<file path="config.mk">
export PLATFORM = sky130hd
export DESIGN_NAME = avalon_mm_master_frame_reader
export DESIGN_NICKNAME = d
export VERILOG_FILES = /design/src/rtl/video_ip_pkg.sv /design/src/rtl/sync_fifo.sv /design/src/rtl/avalon_mm_master_frame_reader.sv
export SDC_FILE = /design/constraint.sdc
export NUM_CORES = 1
export LEC_CHECK = 0
export ABC_AREA = 1
export CAP_MARGIN = 0
export CORE_ASPECT_RATIO = 0.6
export CORE_MARGIN = 5
export CORE_UTILIZATION = 35
export CTS_CLUSTER_DIAMETER = 200
export DETAILED_ROUTE_END_ITERATION = 16
export DONT_BUFFER_PORTS = 1
export HOLD_SLACK_MARGIN = 0.06
export PLACE_DENSITY = 0.61
export SYNTH_ARGS = -nofsm -noshare
export SYNTH_HDL_FRONTEND = slang
export SYNTH_SLANG_ARGS = --single-unit
</file>
<file path="constraint.sdc">
create_clock -name clk -period 3.7 [get_ports clk]
set_input_delay 0.74 -clock clk [delete_from_list [all_inputs] [get_ports clk]]
set_output_delay 0.74 -clock clk [all_outputs]
set_load 0.01 [all_outputs]
</file>
<file path="src/rtl/video_ip_pkg.sv">
// Shared definitions for the video IP frame reader: default widths, FSM states, bus step.
package video_ip_pkg;

    localparam int unsigned DEF_ADDR_W     = 32;
    localparam int unsigned DEF_DATA_W     = 32;
    localparam int unsigned DEF_LEN_W      = 24;
    localparam int unsigned DEF_MAX_PEND   = 4;
    localparam int unsigned DEF_FIFO_DEPTH = 8;

    // Byte distance between consecutive words on the Avalon byte-addressed bus.
    function automatic int unsigned addr_step(input int unsigned data_w);
        return data_w / 8;
    endfunction

    localparam int unsigned AVM_WORD_BYTES = addr_step(DEF_DATA_W);

    typedef enum logic [1:0] {
        ST_IDLE   = 2'd0,
        ST_ISSUE  = 2'd1,
        ST_DRAIN  = 2'd2,
        ST_FINISH = 2'd3
    } rd_state_t;

endpackage

</file>
<file path="src/rtl/sync_fifo.sv">
// Synchronous FIFO with first-word-fall-through head taken straight from storage registers.
module sync_fifo #(
    parameter int unsigned DATA_W = 32,
    parameter int unsigned DEPTH  = 8
) (
    input  logic                   clk,
    input  logic                   reset,
    input  logic                   push,
    input  logic [DATA_W-1:0]      push_data,
    input  logic                   pop,
    output logic [DATA_W-1:0]      head,
    output logic [$clog2(DEPTH):0] count,
    output logic                   empty,
    output logic                   full
);

    localparam int unsigned PTR_W = $clog2(DEPTH);
    localparam int unsigned CNT_W = PTR_W + 1;

    logic [DATA_W-1:0] mem [DEPTH];
    logic [PTR_W-1:0]  wr_ptr;
    logic [PTR_W-1:0]  rd_ptr;
    logic              do_push;
    logic              do_pop;

    assign empty   = (count == '0);
    assign full    = (count == CNT_W'(DEPTH));
    assign do_pop  = pop && !empty;
    assign do_push = push && (!full || do_pop);
    assign head    = mem[rd_ptr];

    // Storage write; data contents need no reset since count gates visibility.
    always_ff @(posedge clk) begin
        if (do_push) begin
            mem[wr_ptr] <= push_data;
        end
    end

    // Pointer and occupancy tracking; simultaneous push and pop leave count unchanged.
    always_ff @(posedge clk) begin
        if (reset) begin
            wr_ptr <= '0;
            rd_ptr <= '0;
            count  <= '0;
        end else begin
            if (do_push) begin
                wr_ptr <= wr_ptr + PTR_W'(1);
            end
            if (do_pop) begin
                rd_ptr <= rd_ptr + PTR_W'(1);
            end
            count <= count + CNT_W'(do_push) - CNT_W'(do_pop);
        end
    end

endmodule

</file>
<file path="src/rtl/avalon_mm_master_frame_reader.sv">
// Avalon-MM read master: fetches num_words words from base_addr with pipelined reads
// and streams them out through a credit-protected FIFO.
module avalon_mm_master_frame_reader
    import video_ip_pkg::*;
#(
    parameter int unsigned ADDR_W     = DEF_ADDR_W,
    parameter int unsigned DATA_W     = DEF_DATA_W,
    parameter int unsigned LEN_W      = DEF_LEN_W,
    parameter int unsigned MAX_PEND   = DEF_MAX_PEND,
    parameter int unsigned FIFO_DEPTH = DEF_FIFO_DEPTH
) (
    input  logic              clk,
    input  logic              reset,
    input  logic              start,
    input  logic [ADDR_W-1:0] base_addr,
    input  logic [LEN_W-1:0]  num_words,
    output logic              busy,
    output logic              done,
    output logic [ADDR_W-1:0] avm_address,
    output logic              avm_read,
    input  logic              avm_waitrequest,
    input  logic [DATA_W-1:0] avm_readdata,
    input  logic              avm_readdatavalid,
    output logic [DATA_W-1:0] out_data,
    output logic              out_valid,
    input  logic              out_ready
);

    localparam int unsigned CNT_W  = $clog2(FIFO_DEPTH) + 1;
    localparam int unsigned PEND_W = $clog2(MAX_PEND + 1);
    localparam int unsigned SUM_W  = ((CNT_W > PEND_W) ? CNT_W : PEND_W) + 1;
    localparam logic [ADDR_W-1:0] ADDR_STEP = ADDR_W'(addr_step(DATA_W));

    rd_state_t         state;
    logic [LEN_W-1:0]  remaining;
    logic [LEN_W-1:0]  remaining_nxt;
    logic [PEND_W-1:0] pending;
    logic [PEND_W-1:0] pending_nxt;
    logic [CNT_W-1:0]  fifo_count;
    logic [CNT_W-1:0]  count_nxt;
    logic [SUM_W-1:0]  occupancy_nxt;
    logic              fifo_empty;
    logic              fifo_full;
    logic              accept;
    logic              push;
    logic              pop;
    logic              credit_ok;

    // Bus handshakes; responses with nothing outstanding are stale and dropped.
    assign accept    = avm_read && !avm_waitrequest;
    assign pop       = out_valid && out_ready;
    assign push      = avm_readdatavalid && (pending != '0) && (!fifo_full || pop);
    assign out_valid = !fifo_empty;

    // Post-edge view of the counters so the registered read request never overcommits the FIFO.
    assign pending_nxt   = pending + PEND_W'(accept) - PEND_W'(push);
    assign count_nxt     = fifo_count + CNT_W'(push) - CNT_W'(pop);
    assign remaining_nxt = accept ? (remaining - LEN_W'(1)) : remaining;
    assign occupancy_nxt = SUM_W'(pending_nxt) + SUM_W'(count_nxt);
    assign credit_ok     = (remaining_nxt != '0)
                        && (occupancy_nxt < SUM_W'(FIFO_DEPTH))
                        && (pending_nxt < PEND_W'(MAX_PEND));

    sync_fifo #(
        .DATA_W (DATA_W),
        .DEPTH  (FIFO_DEPTH)
    ) u_fifo (
        .clk       (clk),
        .reset     (reset),
        .push      (push),
        .push_data (avm_readdata),
        .pop       (pop),
        .head      (out_data),
        .count     (fifo_count),
        .empty     (fifo_empty),
        .full      (fifo_full)
    );

    // Transfer FSM with address/remaining/pending counters and registered bus outputs.
    always_ff @(posedge clk) begin
        if (reset) begin
            state       <= ST_IDLE;
            busy        <= 1'b0;
            done        <= 1'b0;
            avm_read    <= 1'b0;
            avm_address <= '0;
            remaining   <= '0;
            pending     <= '0;
        end else begin
            done    <= 1'b0;
            pending <= pending_nxt;
            case (state)
                ST_IDLE: begin
                    if (start) begin
                        avm_address <= base_addr;
                        remaining   <= num_words;
                        busy        <= 1'b1;
                        if (num_words == '0) begin
                            state <= ST_FINISH;
                            done  <= 1'b1;
                        end else begin
                            state    <= ST_ISSUE;
                            avm_read <= 1'b1;
                        end
                    end
                end
                ST_ISSUE: begin
                    if (accept) begin
                        avm_address <= avm_address + ADDR_STEP;
                        remaining   <= remaining_nxt;
                        if (remaining == LEN_W'(1)) begin
                            state    <= ST_DRAIN;
                            avm_read <= 1'b0;
                        end else begin
                            avm_read <= credit_ok;
                        end
                    end else if (!avm_read) begin
                        avm_read <= credit_ok;
                    end
                end
                ST_DRAIN: begin
                    if ((pending == '0) && (fifo_count == '0)) begin
                        state <= ST_FINISH;
                        done  <= 1'b1;
                    end
                end
                ST_FINISH: begin
                    busy  <= 1'b0;
                    state <= ST_IDLE;
                end
                default: begin
                    state <= ST_IDLE;
                end
            endcase
        end
    end

endmodule

</file>
==> qor.yml <==
finalHoldViolCount: 0
final_antenna_net_count: 0
dr.pass1.iters: 5
arrival_ns: 3.72
synth_top_area_share_pct: 51.26
wl_per_cell_um: 18.52
die_w_um: 277.2
yosysWarnings: 0
min_period_ns: 3.280
max_slew_margin_pct: 42.92
synth_top_family_by_area: "simple AND/OR/NAND/NOR gates"
grt_max_degree: 129
cp-end-kind: "register"
viasPerCell: 5.189
synth_seq_cells: 333
r2r_end: "avm_read"
path_class: "reg -> reg"
setup_viol: 0
vdd_drop_max_mv: 0.4556
setup-tns-final_ns: 0
dieArea_um2: 47230
grt_usage_pct: 15.87
num_vias: 10930
startpoint_type: "register"
syn_inst: 1531
synth_nets: 1650
hold_depth: 1
dp_cells: 2043
design_area_um2: 16810
gp_congestion: 0.8898
clk_pin_slew_worst_paths_ns: 0.06
clk_latency_ns: 0.53
fin_util_pct: 39.93
start_util_pct: 35.63
drc_errors: 0
postCtsHoldBufs: 0
layout_worst_path_cycle_share_pct: 88.65
cts_setup_buffers: 0
whs_endpoint: "avm_address[1]"
post_dp_cell_area_um2: 15660
synth_xor_area_share_pct: 1.101
grt_pass1_wl_um: 60210
synthMuxAreaShare_pct: 0
synth-compound-area-share_pct: 13.14
seq_area_frac_synth_pct: 61.53
clock_path_buffers: 3
hpwl_um: 23950
drv_slew: 0
final_nets: 1629
finalClockSkew_ns: 0.02701
overflow: 0
yosysMostFrequentCell: "nor2_1"
fin_cells: 2107
synth_area_leaders: "edfxtp_1 51%, dfxtp_1 10%, nor2_1 8.3%"
synth-edff-count: 256
drv_cap: 0
syn_area_um2: 15000
row_count: 58
drt-total-wl_um: 39030
hp-class: "in -> reg"
cts_tree: "done"
yosys-top-cells-count: "333 x nor2_1, 256 x edfxtp_1, 188 x nand2_1"
reg2reg_from: "u_fifo.count[1]"
grt_antenna_before_repair: 0
power_mw: 12.90
p_leak_nw: 5.872
die_h_um: 170.3
grt_pass1_vias: 10200
cts_resized: 0
htreeDepth: 2
synth_area_per_cell_um2: 9.796
cp_max_fo: 7
io_buffers: 0
synthFlopType: "edfxtp_1"
ys_types: 41
cts-root-buf: "clkbuf_16"
wl_met2_um: 17660
power.density_nw_per_um2: 767.5
numClockSinks: 333
wl_met3_um: 2643
status: "complete, no violations"
grt_setup_unrepaired: "no"
cts_buffers: 35
n_antenna_cell: 0
synth_fa_ha_area_share_pct: 2.236
routed.top_layer: "met4"
wl_met1_um: 18020
yosys.area_share.simple_pct: 17.40
hold-worst-slack_ns: 0.2919
yosysTopAreaCell: "edfxtp_1"
drive_above_1_share_pct: 8.133
rrSetupSlack_ns: 0.42
worst_slew_pin_slew_ns: 0.8562
core_region_area_um2: 42090
synth-async-reset-ratio_pct: 0
setup_ws_ns: 0.4198
first_iter_violations: 943
crit_required_ns: 4.14
hp-start: "reset"
syn_to_final_growth_pct: 12.05
reg2regPathDepth: 19
ioPinCount: 162
place_ws_ns: 0.4007
max_freq_ghz: 0.3049
-- cells in the final DEF, fill, tap and decap left out, types with 20 or more instances in the layout --
cell / count
a21oi_1: 66
a221oi_1: 26
a31oi_1: 36
buf_4: 20
clkbuf_16: 36
dfxtp_1: 75
edfxtp_1: 256
ha_1: 21
inv_1: 91
nand2_1: 187
nand3_1: 43
nor2_1: 325
o21ai_0: 163
o22ai_1: 34
-- cells by family (layout without fill, tap and decap cells) --
logic type                 after synthesis  in the layout
AOI/OAI and AO/OA                      348            348
xor gates and xnor gates                18             18
adders and majority gates               25             25
buffers and inverters                  180            186
DFF                                    333            333
and+or+nand+nor                        627            627
-- worst max-delay path by stage --
| stage | startpoint | to | cells after the start |
|---|---|---|---|
| final | u_fifo.count[1] | avm_read | 19 |
| after global routing | u_fifo.count[2] | avm_read | 20 |
| after CTS | register | out_data[29] | 6 |
| after detailed placement | out_ready | avm_read | 17 |
| after global placement | out_ready | avm_read | 17 |
| after floorplan | out_ready | avm_read | 17 |
-- layout make-up --
class / count / area, µm²
fill: 4078 / 25280
sequential: 333 / 9234
multi-input combinational: 1018 / 5146
clock buffer: 44 / 952.2
tap: 570 / 713.2
inverter: 100 / 376.6
clock inverter: 20 / 193.9
timing repair buffer: 22 / 190.2
-- sequential cells by signal (all words and copies together), names as in the netlist, 2 cells and up, named ones only --
register	flops
u_fifo.wr_ptr	3
pending	3
avm_address	32
remaining	24
u_fifo.mem	256
state	2
u_fifo.count	4
u_fifo.rd_ptr	3
-- report_power, final --
group	switching, mW	total, mW	internal [mW]	leakage (nW)
Clock	1.51	3.56	2.05	0.562
Sequential	0.498	5.02	4.53	2.95
Combinational	2.98	4.31	1.34	2.36
Total	4.99	12.9	7.91	5.87
-- critical path, cell delays in order, from the launching register on --
cell,delay [ns]
dfxtp_1,0.34
inv_1,0.22
nand3_1,0.13
nand2_1,0.13
nand4_1,0.09
nand2_1,0.20
inv_1,0.12
nand2_1,0.12
nand2_1,0.07
ha_1,0.19
fa_1,0.47
ha_1,0.31
nand3_1,0.08
nand2_1,0.05
a211o_1,0.28
nor3_1,0.13
nand2_1,0.08
nand2_1,0.05
nand2_1,0.05
a21oi_1,0.10
-- metal layers --
layer	vias up	global-route usage [%]
met3	55	3.469
met1	5272	22.82
met4	0	3.454
li1	5306	-
met5	-	0
met2	301	24.92
Power figures use the tool's default switching activity.
